### src/rtl/axi_pkg.sv
// Shared AXI address-channel definitions: default field widths, request layout
// and the destination code used for the default (DECERR) slave.
package axi_pkg;

    localparam int AXI_IDS_BITS   = 8;
    localparam int AXI_ADDR_BITS  = 32;
    localparam int AXI_LEN_BITS   = 4;
    localparam int AXI_SIZE_BITS  = 3;
    localparam int AXI_BURST_BITS = 2;

    typedef struct packed {
        logic [AXI_IDS_BITS-1:0]   id;
        logic [AXI_ADDR_BITS-1:0]  addr;
        logic [AXI_LEN_BITS-1:0]   len;
        logic [AXI_SIZE_BITS-1:0]  size;
        logic [AXI_BURST_BITS-1:0] burst;
    } axi_req_t;

    // The default slave is encoded one past the last mapped slave.
    function automatic int unsigned axi_def_dest(input int unsigned num_s);
        return num_s;
    endfunction

endpackage

### src/rtl/axi_skid_fifo2.sv
// Two-entry skid buffer for any AXI channel payload. Ready depends only on the
// registered fill level, so it never combinationally follows the pop side.
module axi_skid_fifo2
    import axi_pkg::*;
#(
    parameter int W = 8
) (
    input  logic         i_clk,
    input  logic         i_srst,
    input  logic [W-1:0] i_data,
    input  logic         i_valid,
    output logic         o_ready,
    output logic [W-1:0] o_data,
    output logic         o_empty,
    input  logic         i_pop
);

    logic [W-1:0] r_mem [2];
    logic         r_wr_ptr;
    logic         r_rd_ptr;
    logic [1:0]   r_cnt;
    logic         w_push;
    logic         w_pop;

    assign o_ready = !i_srst && (r_cnt != 2'd2);
    assign o_empty = (r_cnt == 2'd0);
    assign o_data  = r_mem[r_rd_ptr];
    assign w_push  = i_valid && o_ready;
    assign w_pop   = i_pop && !o_empty;

    always_ff @(posedge i_clk) begin
        if (w_push) begin
            r_mem[r_wr_ptr] <= i_data;
        end
    end

    always_ff @(posedge i_clk) begin
        if (i_srst) begin
            r_wr_ptr <= 1'b0;
            r_rd_ptr <= 1'b0;
            r_cnt    <= 2'd0;
        end else begin
            if (w_push) r_wr_ptr <= !r_wr_ptr;
            if (w_pop)  r_rd_ptr <= !r_rd_ptr;
            if (w_push && !w_pop)      r_cnt <= r_cnt + 2'd1;
            else if (w_pop && !w_push) r_cnt <= r_cnt - 2'd1;
        end
    end

endmodule

### src/rtl/axi_addr_router.sv
// AXI AR/AW router: skid buffer, base/mask decode, registered output stage and
// an outstanding counter that holds off a target switch until responses drain.
module axi_addr_router
    import axi_pkg::*;
#(
    parameter int NUM_S     = 6,
    parameter int ID_W      = AXI_IDS_BITS,
    parameter int ADDR_W    = AXI_ADDR_BITS,
    parameter int LEN_W     = AXI_LEN_BITS,
    parameter int SIZE_W    = AXI_SIZE_BITS,
    parameter int MAX_OUTST = 4,
    parameter logic [NUM_S*ADDR_W-1:0] SLV_BASE = '0,
    parameter logic [NUM_S*ADDR_W-1:0] SLV_MASK = '1
) (
    input  logic                              ACLK,
    input  logic                              ARESET,
    input  logic [ID_W-1:0]                   AID_M,
    input  logic [ADDR_W-1:0]                 ADDR_M,
    input  logic [LEN_W-1:0]                  ALEN_M,
    input  logic [SIZE_W-1:0]                 ASIZE_M,
    input  logic [1:0]                        ABURST_M,
    input  logic                              AVALID_M,
    output logic                              AREADY_M,
    output logic [NUM_S*ID_W-1:0]             AID_S,
    output logic [NUM_S*ADDR_W-1:0]           ADDR_S,
    output logic [NUM_S*LEN_W-1:0]            ALEN_S,
    output logic [NUM_S*SIZE_W-1:0]           ASIZE_S,
    output logic [NUM_S*2-1:0]                ABURST_S,
    output logic [NUM_S-1:0]                  AVALID_S,
    input  logic [NUM_S-1:0]                  AREADY_S,
    output logic [ID_W-1:0]                   AID_DEF,
    output logic                              AVALID_DEF,
    input  logic                              AREADY_DEF,
    input  logic                              RESP_DONE,
    output logic [$clog2(NUM_S+1)-1:0]        CUR_SLAVE,
    output logic [$clog2(MAX_OUTST+1)-1:0]    OUTST_CNT
);

    localparam int CS_W  = $clog2(NUM_S+1);
    localparam int CNT_W = $clog2(MAX_OUTST+1);
    localparam logic [CS_W-1:0]  DEF_DEST = CS_W'(axi_def_dest(NUM_S));
    localparam logic [CNT_W:0]   MAX_EFF  = (CNT_W+1)'(MAX_OUTST);

    typedef struct packed {
        logic [ID_W-1:0]   id;
        logic [ADDR_W-1:0] addr;
        logic [LEN_W-1:0]  len;
        logic [SIZE_W-1:0] size;
        logic [1:0]        burst;
    } req_t;

    req_t             w_req_in;
    req_t             w_head;
    logic             w_empty;
    logic             w_issue;
    logic             w_hs;
    logic             w_dec;
    logic             w_def_sel;
    logic [NUM_S-1:0] w_sel;
    logic [CS_W-1:0]  w_dest;
    logic [CNT_W:0]   w_eff;

    req_t             r_out;
    logic             r_out_valid;
    logic [CS_W-1:0]  r_out_dest;
    logic [CS_W-1:0]  r_cur;
    logic [CNT_W-1:0] r_cnt;

    assign w_req_in = '{id: AID_M, addr: ADDR_M, len: ALEN_M, size: ASIZE_M, burst: ABURST_M};

    axi_skid_fifo2 #(
        .W ($bits(req_t))
    ) u_skid (
        .i_clk   (ACLK),
        .i_srst  (ARESET),
        .i_data  (w_req_in),
        .i_valid (AVALID_M),
        .o_ready (AREADY_M),
        .o_data  (w_head),
        .o_empty (w_empty),
        .i_pop   (w_issue)
    );

    // Scanning downwards lets the lowest matching index overwrite the others.
    always_comb begin
        w_dest = DEF_DEST;
        for (int k = NUM_S - 1; k >= 0; k--) begin
            if ((w_head.addr & SLV_MASK[k*ADDR_W +: ADDR_W]) == SLV_BASE[k*ADDR_W +: ADDR_W]) begin
                w_dest = CS_W'(k);
            end
        end
    end

    assign w_def_sel = r_out_valid && (r_out_dest == DEF_DEST);
    assign w_hs      = (|(w_sel & AREADY_S)) || (w_def_sel && AREADY_DEF);
    assign w_dec     = RESP_DONE && (r_cnt != '0);
    assign w_eff     = {1'b0, r_cnt} + {{CNT_W{1'b0}}, r_out_valid};

    // A beat still in the output register counts as outstanding to r_cur, so a
    // switch also waits for it; otherwise the old target's count could land
    // after CUR_SLAVE already names the new one.
    assign w_issue = !w_empty && (!r_out_valid || w_hs)
                  && ((w_eff == '0) || (w_dest == r_cur))
                  && (w_eff < MAX_EFF);

    always_ff @(posedge ACLK) begin
        if (ARESET) begin
            r_out       <= '0;
            r_out_valid <= 1'b0;
            r_out_dest  <= '0;
            r_cur       <= '0;
            r_cnt       <= '0;
        end else begin
            if (w_issue) begin
                r_out       <= w_head;
                r_out_dest  <= w_dest;
                r_out_valid <= 1'b1;
                r_cur       <= w_dest;
            end else if (w_hs) begin
                r_out_valid <= 1'b0;
            end
            if (w_hs && !w_dec)      r_cnt <= r_cnt + CNT_W'(1);
            else if (w_dec && !w_hs) r_cnt <= r_cnt - CNT_W'(1);
        end
    end

    genvar gi;
    generate
        for (gi = 0; gi < NUM_S; gi++) begin : g_slv
            assign w_sel[gi]                       = r_out_valid && (r_out_dest == CS_W'(gi));
            assign AVALID_S[gi]                    = w_sel[gi];
            assign AID_S[gi*ID_W +: ID_W]          = w_sel[gi] ? r_out.id    : '0;
            assign ADDR_S[gi*ADDR_W +: ADDR_W]     = w_sel[gi] ? r_out.addr  : '0;
            assign ALEN_S[gi*LEN_W +: LEN_W]       = w_sel[gi] ? r_out.len   : '0;
            assign ASIZE_S[gi*SIZE_W +: SIZE_W]    = w_sel[gi] ? r_out.size  : '0;
            assign ABURST_S[gi*2 +: 2]             = w_sel[gi] ? r_out.burst : '0;
        end
    endgenerate

    assign AVALID_DEF = w_def_sel;
    assign AID_DEF    = w_def_sel ? r_out.id : '0;
    assign CUR_SLAVE  = r_cur;
    assign OUTST_CNT  = r_cnt;

endmodule
### config.mk
export PLATFORM = sky130hd
export DESIGN_NAME = axi_addr_router
export DESIGN_NICKNAME = d
export VERILOG_FILES = /design/src/rtl/axi_pkg.sv /design/src/rtl/axi_skid_fifo2.sv /design/src/rtl/axi_addr_router.sv
export SDC_FILE = /design/constraint.sdc
export NUM_CORES = 1
export LEC_CHECK = 0
export ABC_AREA = 1
export BUFFER_PORTS_ARGS = -buffer_cell sky130_fd_sc_hd__buf_4
export CORE_UTILIZATION = 40
export DETAILED_ROUTE_END_ITERATION = 16
export PLACE_DENSITY_LB_ADDON = 0.25
export SLEW_MARGIN = 10
export SYNTH_ARGS = -nofsm -noshare
export SYNTH_HDL_FRONTEND = slang
export SYNTH_HIERARCHICAL = 1
export SYNTH_SLANG_ARGS = --single-unit
### constraint.sdc
create_clock -name ACLK -period 10.6 [get_ports ACLK]
set_clock_uncertainty 0.1 [all_clocks]
set_input_delay 1.59 -clock ACLK [delete_from_list [all_inputs] [get_ports ACLK]]
set_output_delay 1.59 -clock ACLK [all_outputs]
set_load 0.02 [all_outputs]
==> flow_summary.ini <==
[outcome]
status = complete, no violations

[routing]
drtAntennaViolNets = 0
drt-pass1-iter-count = 4
post_drt_wl_per_cell_um = 12.1
via_per_inst = 4.03
drt_iter0_drc = 243
drc_errors = 0
vias = 5431
routed_wl_um = 16200

[placed_design]
post-place-ws_ns = 6.88
placed_cell_area_um2 = 8950
dp_hpwl_um = 10400
place.port_buffers = 119
gp_congestion = 0.706

[finish]
drive_gt1_share_pct = 20.8
nets = 1124
design_area_um2 = 9560
syn2layout_area_growth_pct = 8.40

[die]
die_w_um = 151
die_h_um = 151
core_area_um2 = 21400
initial_core_util_pct = 41.3
die_area_um2 = 22700
io_pins = 376
rows = 53

[yosys]
synth_cell_type_count = 33
synth-seq-cells = 157
syn_inst = 954
netlist.area_leader.share_pct = 33.4
synth-seq-area-share_pct = 46.8
synth_common_cells = buf_4, nor2_1, inv_1
syn_area_um2 = 8820
post-synth-top-count-cell = buf_4
synth_flop_cell = edfxtp_1
synth_top_area_cell = edfxtp_1
synth_area_per_cell_um2 = 9.25
synth_edf_count = 98
synth_top_cells_by_area = edfxtp_1, buf_4, dfxtp_1
async_flop_share_pct = 0
ys.warnings.count = 6

[clock_network]
clockRootBuffer = clkbuf_16
clk_pin_slew_ns = 0.06
cts_resized = 0
cts_made_buffers = 17
cts_setup_buffers = 0
clkLatencyLatePin_ns = 0.42
cts_tree = done
cts_sinks = 157
clock_tree.buffer_depth = 2
hold_buffers = 0
htreeDepth = 4

[critical_path]
crit_fanout = 50
worstSetupPathType = reg2out
cp.arrival_ns = 2.21
worstPathRequired_ns = 8.91
cp-end-kind = output pin
cp-start-kind = flop

[timing]
fin_crit_sh_pct = 36.8
tightest_slew_ns = 1.14
rsz0062_at_grt = false
period_minus_slack_ns = 3.90
setup_slack_ns = 6.70
maxSlewHeadroom_pct = 24.0
setup_tns_ns = 0
hold_viol_final = 0
setup_viol = 0
clock.fmax_mhz = 256
maxSlewViolCount = 0

[min_path]
hold_class = reg2reg

[grt]
antenna_found_initial = 1
grt_pass1_vias = 4565
grt_pass1_wl_um = 24100
grt_max_degree = 100
grt_overflow = 0
track_usage_pct = 14.2

[power_and_ir_drop]
ir_worst_vdd_mv = 0.262
p_leak_nw = 4.34
power.density_nw_per_um2 = 250

[job]
timing.max_cap.violations = 0
-- path summary, 6_finish.rpt --
kind,startpoint,to,slack (ns),depth (start not counted)
max,CUR_SLAVE[1],ADDR_S[28],6.70,4
min,r_out[0],r_out[0],0.38,2
max reg2reg,flop,r_out[42],7.04,13
min reg2reg,r_out[0],r_out[0],0.38,2
-- sequential cells by signal, summed over array words and instances (netlist names), named ones only --
register / count
u_skid/r_mem: 98
OUTST_CNT: 3
u_skid/r_wr_ptr: 1
r_out: 49
u_skid/r_cnt: 2
u_skid/r_rd_ptr: 1
r_out_valid: 1
CUR_SLAVE: 1
-- logic make-up after synthesis --
kind of cell	count (synthesis)	synth area share, %
DFF	157	46.8
xor gates and xnor gates	1	0.0993
AOI/OAI and AO/OA	67	4.31
adders and majority gates	5	0.794
other	1	0.0425
buffers and inverters	407	28.9
and+or+nand+nor	267	12.4
muxes	49	6.68
-- critical path, cell delays in order (launching register included) --
cell	delay, ns
dfxtp_1	0.47
inv_2	0.10
nand2_2	0.81
nor2_1	0.19
buf_4	0.23
-- stage by stage --
stage	hold WS [ns]	power (W)	cells	util, %
finish	0.377	0.00239	1348	44.8
global route	0.402	0.00255	1348	44.8
CTS	0.383	0.00241	1347	44.8
detailed placement	0.368	0.00178	1315	41.9
global placement	0.359	0.00177	1315	41.9
floorplan	0.352	0.00167	1204	-
-- where the power goes --
group / leakage [nW] / internal [W] / switching [W]
clock network: 0.287 / 0.000392 / 0.000234
registers: 1.38 / 0.000775 / 0.0000685
logic: 2.67 / 0.000292 / 0.000624
-- placed cells by master (no fill, tap or decap), types with 2 or more instances in the layout --
master	instances
nor2_1	134
edfxtp_1	98
buf_4	124
clkbuf_16	17
nand3_1	51
ha_1	4
inv_1	114
dfxtp_1	58
nand2_1	73
a21oi_1	47
bufinv_16	4
o21ai_0	6
mux2_4	10
mux2_2	39
conb_1	251
inv_2	5
nand2_2	2
nand4_1	2
clkinv_2	3
a21oi_2	10
clkbuf_1	3
clkinvlp_4	3
-- layout make-up --
| class | count | area (um2) |
|---|---|---|
| fill | 2070 | 11800 |
| sequential | 157 | 4130 |
| multi-input combinational | 640 | 3110 |
| timing repair buffer | 124 | 931 |
| inverter | 119 | 447 |
| clock buffer | 20 | 437 |
| tap | 275 | 344 |
| clock inverter | 12 | 170 |
| antenna | 1 | 2.50 |
-- routing by layer --
| metal | share of wire (%) | up-vias | wire length, um | GRT usage (%) |
|---|---|---|---|---|
| met4 | 1.7 | 0 | 284 | 6.26 |
| met1 | 42 | 2509 | 6750 | 16.8 |
| met5 | 0 | - | 0 | 0 |
| li1 | - | 2715 | - | - |
| met3 | 4.5 | 22 | 735 | 3.52 |
| met2 | 52 | 185 | 8480 | 24.3 |
Note: power is estimated with default switching activity, not from simulation.
